<file path="src/rtl/accelerator_read_content_scheduler.sv">
// Sequencer sharing one content-weighting engine across R read heads: starts the
// engine per head, streams key then memory indices, and forwards the weight strobes.
module accelerator_read_content_scheduler #(
  parameter int DATA_SIZE    = 64,
  parameter int CONTROL_SIZE = 64
) (
  input  logic                 CLK,
  input  logic                 RST,
  input  logic                 START,
  output logic                 READY,
  output logic                 ERROR,
  input  logic [DATA_SIZE-1:0] SIZE_R_IN,
  input  logic [DATA_SIZE-1:0] SIZE_N_IN,
  input  logic [DATA_SIZE-1:0] SIZE_W_IN,
  input  logic                 DATA_VALID_IN,
  output logic [DATA_SIZE-1:0] HEAD_OUT,
  output logic [DATA_SIZE-1:0] ROW_OUT,
  output logic [DATA_SIZE-1:0] WORD_OUT,
  output logic                 CWE_START,
  input  logic                 CWE_READY,
  output logic                 CWE_K_IN_ENABLE,
  output logic                 CWE_M_IN_J_ENABLE,
  output logic                 CWE_M_IN_K_ENABLE,
  input  logic                 CWE_C_OUT_ENABLE,
  output logic                 C_OUT_ENABLE,
  output logic [DATA_SIZE-1:0] C_I_OUT,
  output logic [DATA_SIZE-1:0] C_J_OUT
);

  localparam logic [2:0] S_IDLE         = 3'd0;
  localparam logic [2:0] S_ENGINE_START = 3'd1;
  localparam logic [2:0] S_LOAD_K       = 3'd2;
  localparam logic [2:0] S_LOAD_M       = 3'd3;
  localparam logic [2:0] S_WAIT_C       = 3'd4;
  localparam logic [2:0] S_NEXT_HEAD    = 3'd5;

  localparam logic [DATA_SIZE-1:0] ONE = DATA_SIZE'(1);

  if (CONTROL_SIZE < 1) begin : g_control_size_check
    $error("CONTROL_SIZE must be positive");
  end

  logic [2:0]           state;
  logic [DATA_SIZE-1:0] size_r, size_n, size_w;
  logic [DATA_SIZE-1:0] head, row, word, c_cnt;
  logic [DATA_SIZE-1:0] c_next;
  logic                 c_accept, c_drop;
  logic                 last_word, last_row, last_head;

  assign READY             = (state == S_IDLE);
  assign CWE_START         = (state == S_ENGINE_START);
  assign CWE_K_IN_ENABLE   = (state == S_LOAD_K) && DATA_VALID_IN;
  assign CWE_M_IN_K_ENABLE = (state == S_LOAD_M) && DATA_VALID_IN;
  assign CWE_M_IN_J_ENABLE = CWE_M_IN_K_ENABLE && (word == '0);
  assign HEAD_OUT          = head;
  assign ROW_OUT           = row;
  assign WORD_OUT          = word;

  assign last_word = (word == size_w - ONE);
  assign last_row  = (row  == size_n - ONE);
  assign last_head = (head == size_r - ONE);

  // A weight pulse arriving with CWE_READY is counted before the completeness check.
  always_comb begin
    c_accept = 1'b0;
    c_drop   = 1'b0;
    c_next   = c_cnt;
    if (CWE_C_OUT_ENABLE && (state != S_IDLE)) begin
      if (c_cnt != size_n) begin
        c_accept = 1'b1;
        c_next   = c_cnt + ONE;
      end else begin
        c_drop = 1'b1;
      end
    end
  end

  always_ff @(posedge CLK) begin
    if (RST) begin
      state        <= S_IDLE;
      size_r       <= '0;
      size_n       <= '0;
      size_w       <= '0;
      head         <= '0;
      row          <= '0;
      word         <= '0;
      c_cnt        <= '0;
      ERROR        <= 1'b0;
      C_OUT_ENABLE <= 1'b0;
      C_I_OUT      <= '0;
      C_J_OUT      <= '0;
    end else begin
      C_OUT_ENABLE <= c_accept;
      if (c_accept) begin
        C_I_OUT <= head;
        C_J_OUT <= c_cnt;
      end
      c_cnt <= c_next;
      if (c_drop) ERROR <= 1'b1;

      case (state)
        S_IDLE: begin
          if (START) begin
            if ((SIZE_R_IN != '0) && (SIZE_N_IN != '0) && (SIZE_W_IN != '0)) begin
              size_r <= SIZE_R_IN;
              size_n <= SIZE_N_IN;
              size_w <= SIZE_W_IN;
              ERROR  <= 1'b0;
              head   <= '0;
              row    <= '0;
              word   <= '0;
              c_cnt  <= '0;
              state  <= S_ENGINE_START;
            end else begin
              ERROR <= 1'b1;
            end
          end
        end
        S_ENGINE_START: state <= S_LOAD_K;
        S_LOAD_K: begin
          if (DATA_VALID_IN) begin
            if (last_word) begin
              word  <= '0;
              state <= S_LOAD_M;
            end else begin
              word <= word + ONE;
            end
          end
        end
        S_LOAD_M: begin
          if (DATA_VALID_IN) begin
            if (last_word) begin
              word <= '0;
              if (last_row) begin
                row   <= '0;
                state <= S_WAIT_C;
              end else begin
                row <= row + ONE;
              end
            end else begin
              word <= word + ONE;
            end
          end
        end
        S_WAIT_C: begin
          if (CWE_READY) begin
            if (c_next != size_n) ERROR <= 1'b1;
            state <= S_NEXT_HEAD;
          end
        end
        S_NEXT_HEAD: begin
          c_cnt <= '0;
          if (last_head) begin
            state <= S_IDLE;
          end else begin
            head  <= head + ONE;
            state <= S_ENGINE_START;
          end
        end
        default: state <= S_IDLE;
      endcase
    end
  end

endmodule

</file>
<file path="config.mk">
export PLATFORM = sky130hd
export DESIGN_NAME = accelerator_read_content_scheduler
export DESIGN_NICKNAME = d
export VERILOG_FILES = /design/src/rtl/accelerator_read_content_scheduler.sv
export SDC_FILE = /design/constraint.sdc
export NUM_CORES = 2
export LEC_CHECK = 0
export BUFFER_PORTS_ARGS = -buffer_cell sky130_fd_sc_hd__buf_2
export CAP_MARGIN = 15
export CORE_MARGIN = 2
export CORE_UTILIZATION = 35
export DETAILED_ROUTE_END_ITERATION = 8
export PLACE_DENSITY = 0.62
export SLEW_MARGIN = 0
export SYNTH_ARGS = -nofsm -noshare
export SYNTH_HDL_FRONTEND = slang
export SYNTH_SLANG_ARGS = --single-unit
</file>
<file path="constraint.sdc">
create_clock -name CLK -period 11.4 [get_ports CLK]
set_clock_uncertainty 0.1 [all_clocks]
set_input_delay 1.71 -clock CLK [delete_from_list [all_inputs] [get_ports CLK]]
set_output_delay 1.71 -clock CLK [all_outputs]
set_load 0.01 [all_outputs]
</file>
# Word level (Yosys, flattened, before mapping)
# Cells that the tools add are included.
[totals] input_bits=198 ff_bits=581 output_inout_bits=327
[op_classes] eq_ne=20 n_reduce_logical=21 add_sub_neg=7 n_mux=36
[ops] operator="64-bit two-way mux" n=12
[ops] operator="64-bit case mux with 2 select lines" n=4
[ops] operator="64-bit by 1-bit adder with 64-bit output (second input constant)" n=4
[ops] operator="64-bit equality test" n=3
[ops] operator="64-bit nonzero test" n=3
[ops] operator="64-bit by 1-bit subtractor with 64-bit output (second input constant)" n=3
[ops] operator="64-bit inequality test" n=2
[ops] operator="64-bit zero test" n=1
[ops] operator="3-bit two-way mux" n=8
[ops] operator="3-bit case mux with 6 select lines" n=1
[ops] operator="2-bit inequality test (second input constant)" n=8
[ops] operator="1-bit two-way mux" n=10
[ops] operator="4-bit AND reduction" n=2
[ops] operator="8-bit AND reduction" n=1
[ops] operator="3-bit by 2-bit equality test with 1-bit output (second input constant)" n=2
[ops] operator="3-bit equality test (second input constant)" n=2
[ops] operator="1-bit logical AND" n=6
[ops] operator="2-bit nonzero test" n=3
[ops] operator="5-bit AND reduction" n=1
[ops] operator="2-bit by 1-bit inequality test with 1-bit output (second input constant)" n=2
[ops] operator="3-bit by 1-bit equality test with 1-bit output (second input constant)" n=1
[ops] operator="3-bit zero test" n=1
[ops] operator="3-bit AND reduction" n=1
[ops] operator="3-bit nonzero test" n=1
[ops] operator="2 further kinds" n=2

# Longest topological paths before layout
[depth] ltp_word=7 depth_mapped=19 ltp_nobuf=13

# Worst setup path after synthesis
# Ideal clock, no wire load.
[synth_path] kind="flip-flop to flip-flop" startpoint="reg size_n[0]" endpoint="reg row[0], in the netlist ROW_OUT[0]" setup_slack_ns=6.721 stages_incl_launch_ff=19 required_ns=11.183 setup_time_ns=0.117 arrival_ns=4.462 synth_period_minus_slack_ns=4.679 cell_sequence="dfxtp_1 > clkbuf_1 > inv_1 > ha_1 > buf_2 > or4b_2 > clkbuf_1 > or4_1 > nor4_1 > xnor2_1 > o31ai_1 > a2111oi_0 > nor4bb_1 > or4b_1 > o211ai_1 > a21o_1 > buf_2 > buf_2 > nor2_1"
[synth_between] elab_chain_len=6
[synth_rtl] item="from (decl)" line_no="44" rtl="logic [DATA_SIZE-1:0] size_r, size_n, size_w;"
[synth_rtl] item="from (signal assigned)" line_no="82" rtl="size_n <= '0;"
[synth_rtl] item="from (signal assigned)" line_no="106" rtl="size_n <= SIZE_N_IN;"
[synth_rtl] item="64-bit by 1-bit subtractor with 64-bit output" line_no="60" rtl="assign last_row = (row == size_n - ONE);"
[synth_rtl] item="64-bit equality test" line_no="60"
[synth_rtl] item="64-bit two-way mux" line_no="134" rtl="if (last_row) begin"
[synth_rtl] item="64-bit two-way mux" line_no="132" rtl="if (last_word) begin"
[synth_rtl] item="64-bit two-way mux" line_no="131" rtl="if (DATA_VALID_IN) begin"
[synth_rtl] item="64-bit case mux with 2 select lines" line_no="101" rtl="case (state)"
[synth_rtl] item="to (signal assigned)" line_no="138" rtl="row <= row + ONE;"
[synth_rtl] item="to (decl)" line_no="45" rtl="logic [DATA_SIZE-1:0] head, row, word, c_cnt;"
# No other way between the ends. The select of a mux whose other input is x is not followed.
# A chain may end at the register's enable or synchronous reset.

# Worst setup path in the final report
[layout_path] startpoint="reg size_n[1]" endpoint="reg row[44], in the netlist ROW_OUT[44]"
# Same word-level chain as after synthesis.

==> impl_metrics.toml <==
[status]
outcome = "finished, final reports clean"

[placed_design]
place.gp.congestion = 0.9845
place_inst = 6053
io_buffers = 524
post-dp-hpwl_mm = 108.0
dp_slack_ns = 5.191
dpl-instance-area_um2 = 37090

[yosys]
seq_area_frac_synth_pct = 34.45
synth-edff-count = 0
synth-adder-area-share_pct = 0.2965
yosysMostFrequentCell = "nand2_1"
synth_mux_area_share_pct = 0.9857
syn_inst = 4567
ys_ff_latch = 581
synth_xor_area_share_pct = 12.66
synth_top_family_by_area = "simple AND/OR/NAND/NOR gates"
yosysWarnings = 0
synth_nets = 4773
synthTopCellsByCount = "834 x nand2_1, 581 x dfxtp_1, 467 x a21oi_1"
synth_area_per_cell_um2 = 7.393
yosys-top-cells-area = "dfxtp_1 34%, nand2_1 9.3%, xnor2_1 7.0%"
synth_top_area_cell = "dfxtp_1"
ys_types = 76
synth_area_um2 = 33760
synth-simple-area-share_pct = 32.33
synthArstFlopShare_pct = 0
synth.top_cell.area_share_pct = 34.45
ys.flop_type = "dfxtp_1"
synth_compound_area_share_pct = 14.69

[global_routing]
top_usage_layer = "met2"
antenna_found_initial = 3
use_met2_pct = 44.11
grt_pass1_wl_mm = 209.4
met3_usage_pct = 4.862
gr-total-overflow = 0
grt_use_met1_pct = 36.61
grt_pass1_vias = 32520
grtUsageTotal_pct = 27.50
grt_max_degree = 220

[sta]
hold_viol = 0
finalCriticalPeriod_ns = 6.344
setup_ws_ns = 5.056
fin_crit_sh_pct = 55.65
finalSetupTns_ns = 0
rsz0062_at_grt = "no"
slew_headroom_pct = 18.24
worst_pin_slew_ns = 1.215
slew_viol_final = 0
finalSetupViolations = 0
maxClockFrequency_mhz = 157.6
hold-worst-slack_ns = 0.3499

[route]
wl_per_cell_um = 23.01
drt_wl_total_mm = 142.1
vias = 35560
vias_per_cell = 5.755
antenna_left = 0
dr.pass1.iters = 6
drc = 0
drt-initial-drc-count = 3268

[worst_hold_path]
hold_class = "reg2reg"

[final_layout]
fin_util_pct = 41.42
fin_cells = 6179
design_area_um2 = 39470
finalNetCount = 5066
multiInputGateArea_um2 = 20650
area_growth_pct = 16.89
fillers = 10100
regArea_um2 = 11630
drive_gt1_share_pct = 15.16

[clock_network]
cts_max_path_buffers = 3
path_clk_slew_ns = 0.06
post_cts_buffers = 0
cts_tree = "yes"
clkLatencyLatePin_ns = 0.65
cts-root-buf = "clkbuf_16"
cts_sinks = 581
ctsResizeCount = 0
cts_max_level = 3
cts_buffers = 70
ctsHoldBuffers = 0

[floorplan]
rows = 113
io_pins = 525
start_util_pct = 35.43
die-area_um2 = 98970
core_um2 = 95290
die_w_um = 314.6
chipHeight_um = 314.6

[power_and_ir_drop]
power.density_nw_per_um2 = 183.7
vdd_drop_max_mv = 0.1198
p_total_mw = 7.248
p_leak_nw = 14.64

[setup_path]
crit_path_end_kind = "flip-flop"
arrival_ns = 6.71
critPathMaxFanout = 61
critPathKind = "reg2reg"
cp.required_ns = 11.77
crit_path_start_kind = "flip-flop"

[run]
cap_violations = 0
-- power breakdown --
part           leakage, nW  internal [mW]  switching, mW  total (mW)
registers             4.71           2.16          0.271        2.43
clock network         1.15           1.38          0.962        2.34
logic                 8.79          0.793           1.68        2.47
total                 14.6           4.34           2.91        7.25
-- routing by layer --
metal | vias to the layer above | share of wire [%]
li1 | 16760 | -
met1 | 17020 | 43
met2 | 1517 | 46
met3 | 262 | 7.7
met4 | 4 | 3.8
met5 | - | 0.019
-- registers in the layout (all words and copies together) (netlist names), 64 cells and up --
| register | count |
|---|---|
| size_n | 64 |
| HEAD_OUT | 64 |
| size_w | 64 |
| WORD_OUT | 64 |
| C_I_OUT | 64 |
| c_cnt | 64 |
| C_J_OUT | 64 |
| ROW_OUT | 64 |
| size_r | 64 |
-- cells in the final DEF, fill, tap and decap left out, types with 16 or more instances in the layout --
cell	synthesis	final
nand4_1	137	137
a31oi_1	24	24
nor3_1	124	124
nor4_1	173	170
and4_1	30	30
nand2_1	834	832
nand3b_1	16	16
a21oi_1	467	465
o21ai_0	137	136
xnor2_1	268	268
and2_1	19	19
o2111ai_1	17	17
inv_1	53	53
o211ai_1	22	22
buf_4	0	49
a211oi_1	21	21
nand2b_1	24	24
or3_1	119	119
xor2_1	220	220
or2_2	20	20
clkbuf_16	0	74
buf_2	23	523
o31ai_1	35	35
nor2_1	321	321
nand3_1	149	149
dfxtp_1	581	581
nor2b_1	21	21
or4_1	82	82
mux2i_1	22	22
and3_1	78	78
-- cell type report --
cell class,count,share of cell area [%]
Antenna cell,1,0.006341
Clock buffer,96,5.206
Clock inverter,29,0.8179
Timing Repair Buffer,574,7.653
Tap cell,1265,4.010
Multi-Input combinational cell,3580,52.33
Sequential cell,581,29.47
Inverter,53,0.5041
-- kinds of logic (layout without fill, tap and decap cells) --
family,Yosys count,count (layout)
AND/OR/NAND/NOR,2203,2203
AO/OA/AOI/OAI,849,849
flip-flops,581,581
XOR/XNOR,488,488
buffers and inverters,406,752
multiplexers,32,32
adder cells (fa/ha/maj),8,8
other,0,1
-- worst paths after layout --
kind	start	endpoint	slack, ns	cells past startpoint
worst max-delay path	size_n[1]	ROW_OUT[44]	5.06	14
worst min-delay path	C_J_OUT[51]	C_J_OUT[51]	0.35	2
worst max register to register	size_n[1]	ROW_OUT[44]	5.06	14
worst min register to register	C_J_OUT[51]	C_J_OUT[51]	0.35	2
-- critical path, cell delays in order, from the launching register on --
cell	delay [ns]
dfxtp_1	0.37
inv_1	0.18
ha_1	0.37
or4b_2	0.70
or4_1	0.59
nor4_1	0.87
xnor2_1	0.19
o31ai_1	0.12
a2111oi_0	0.39
nor4bb_1	0.31
or4b_1	0.62
o211ai_1	0.47
a21o_2	0.20
buf_4	0.51
a21oi_1	0.10
No activity file was read; power rests on OpenSTA's default activity.
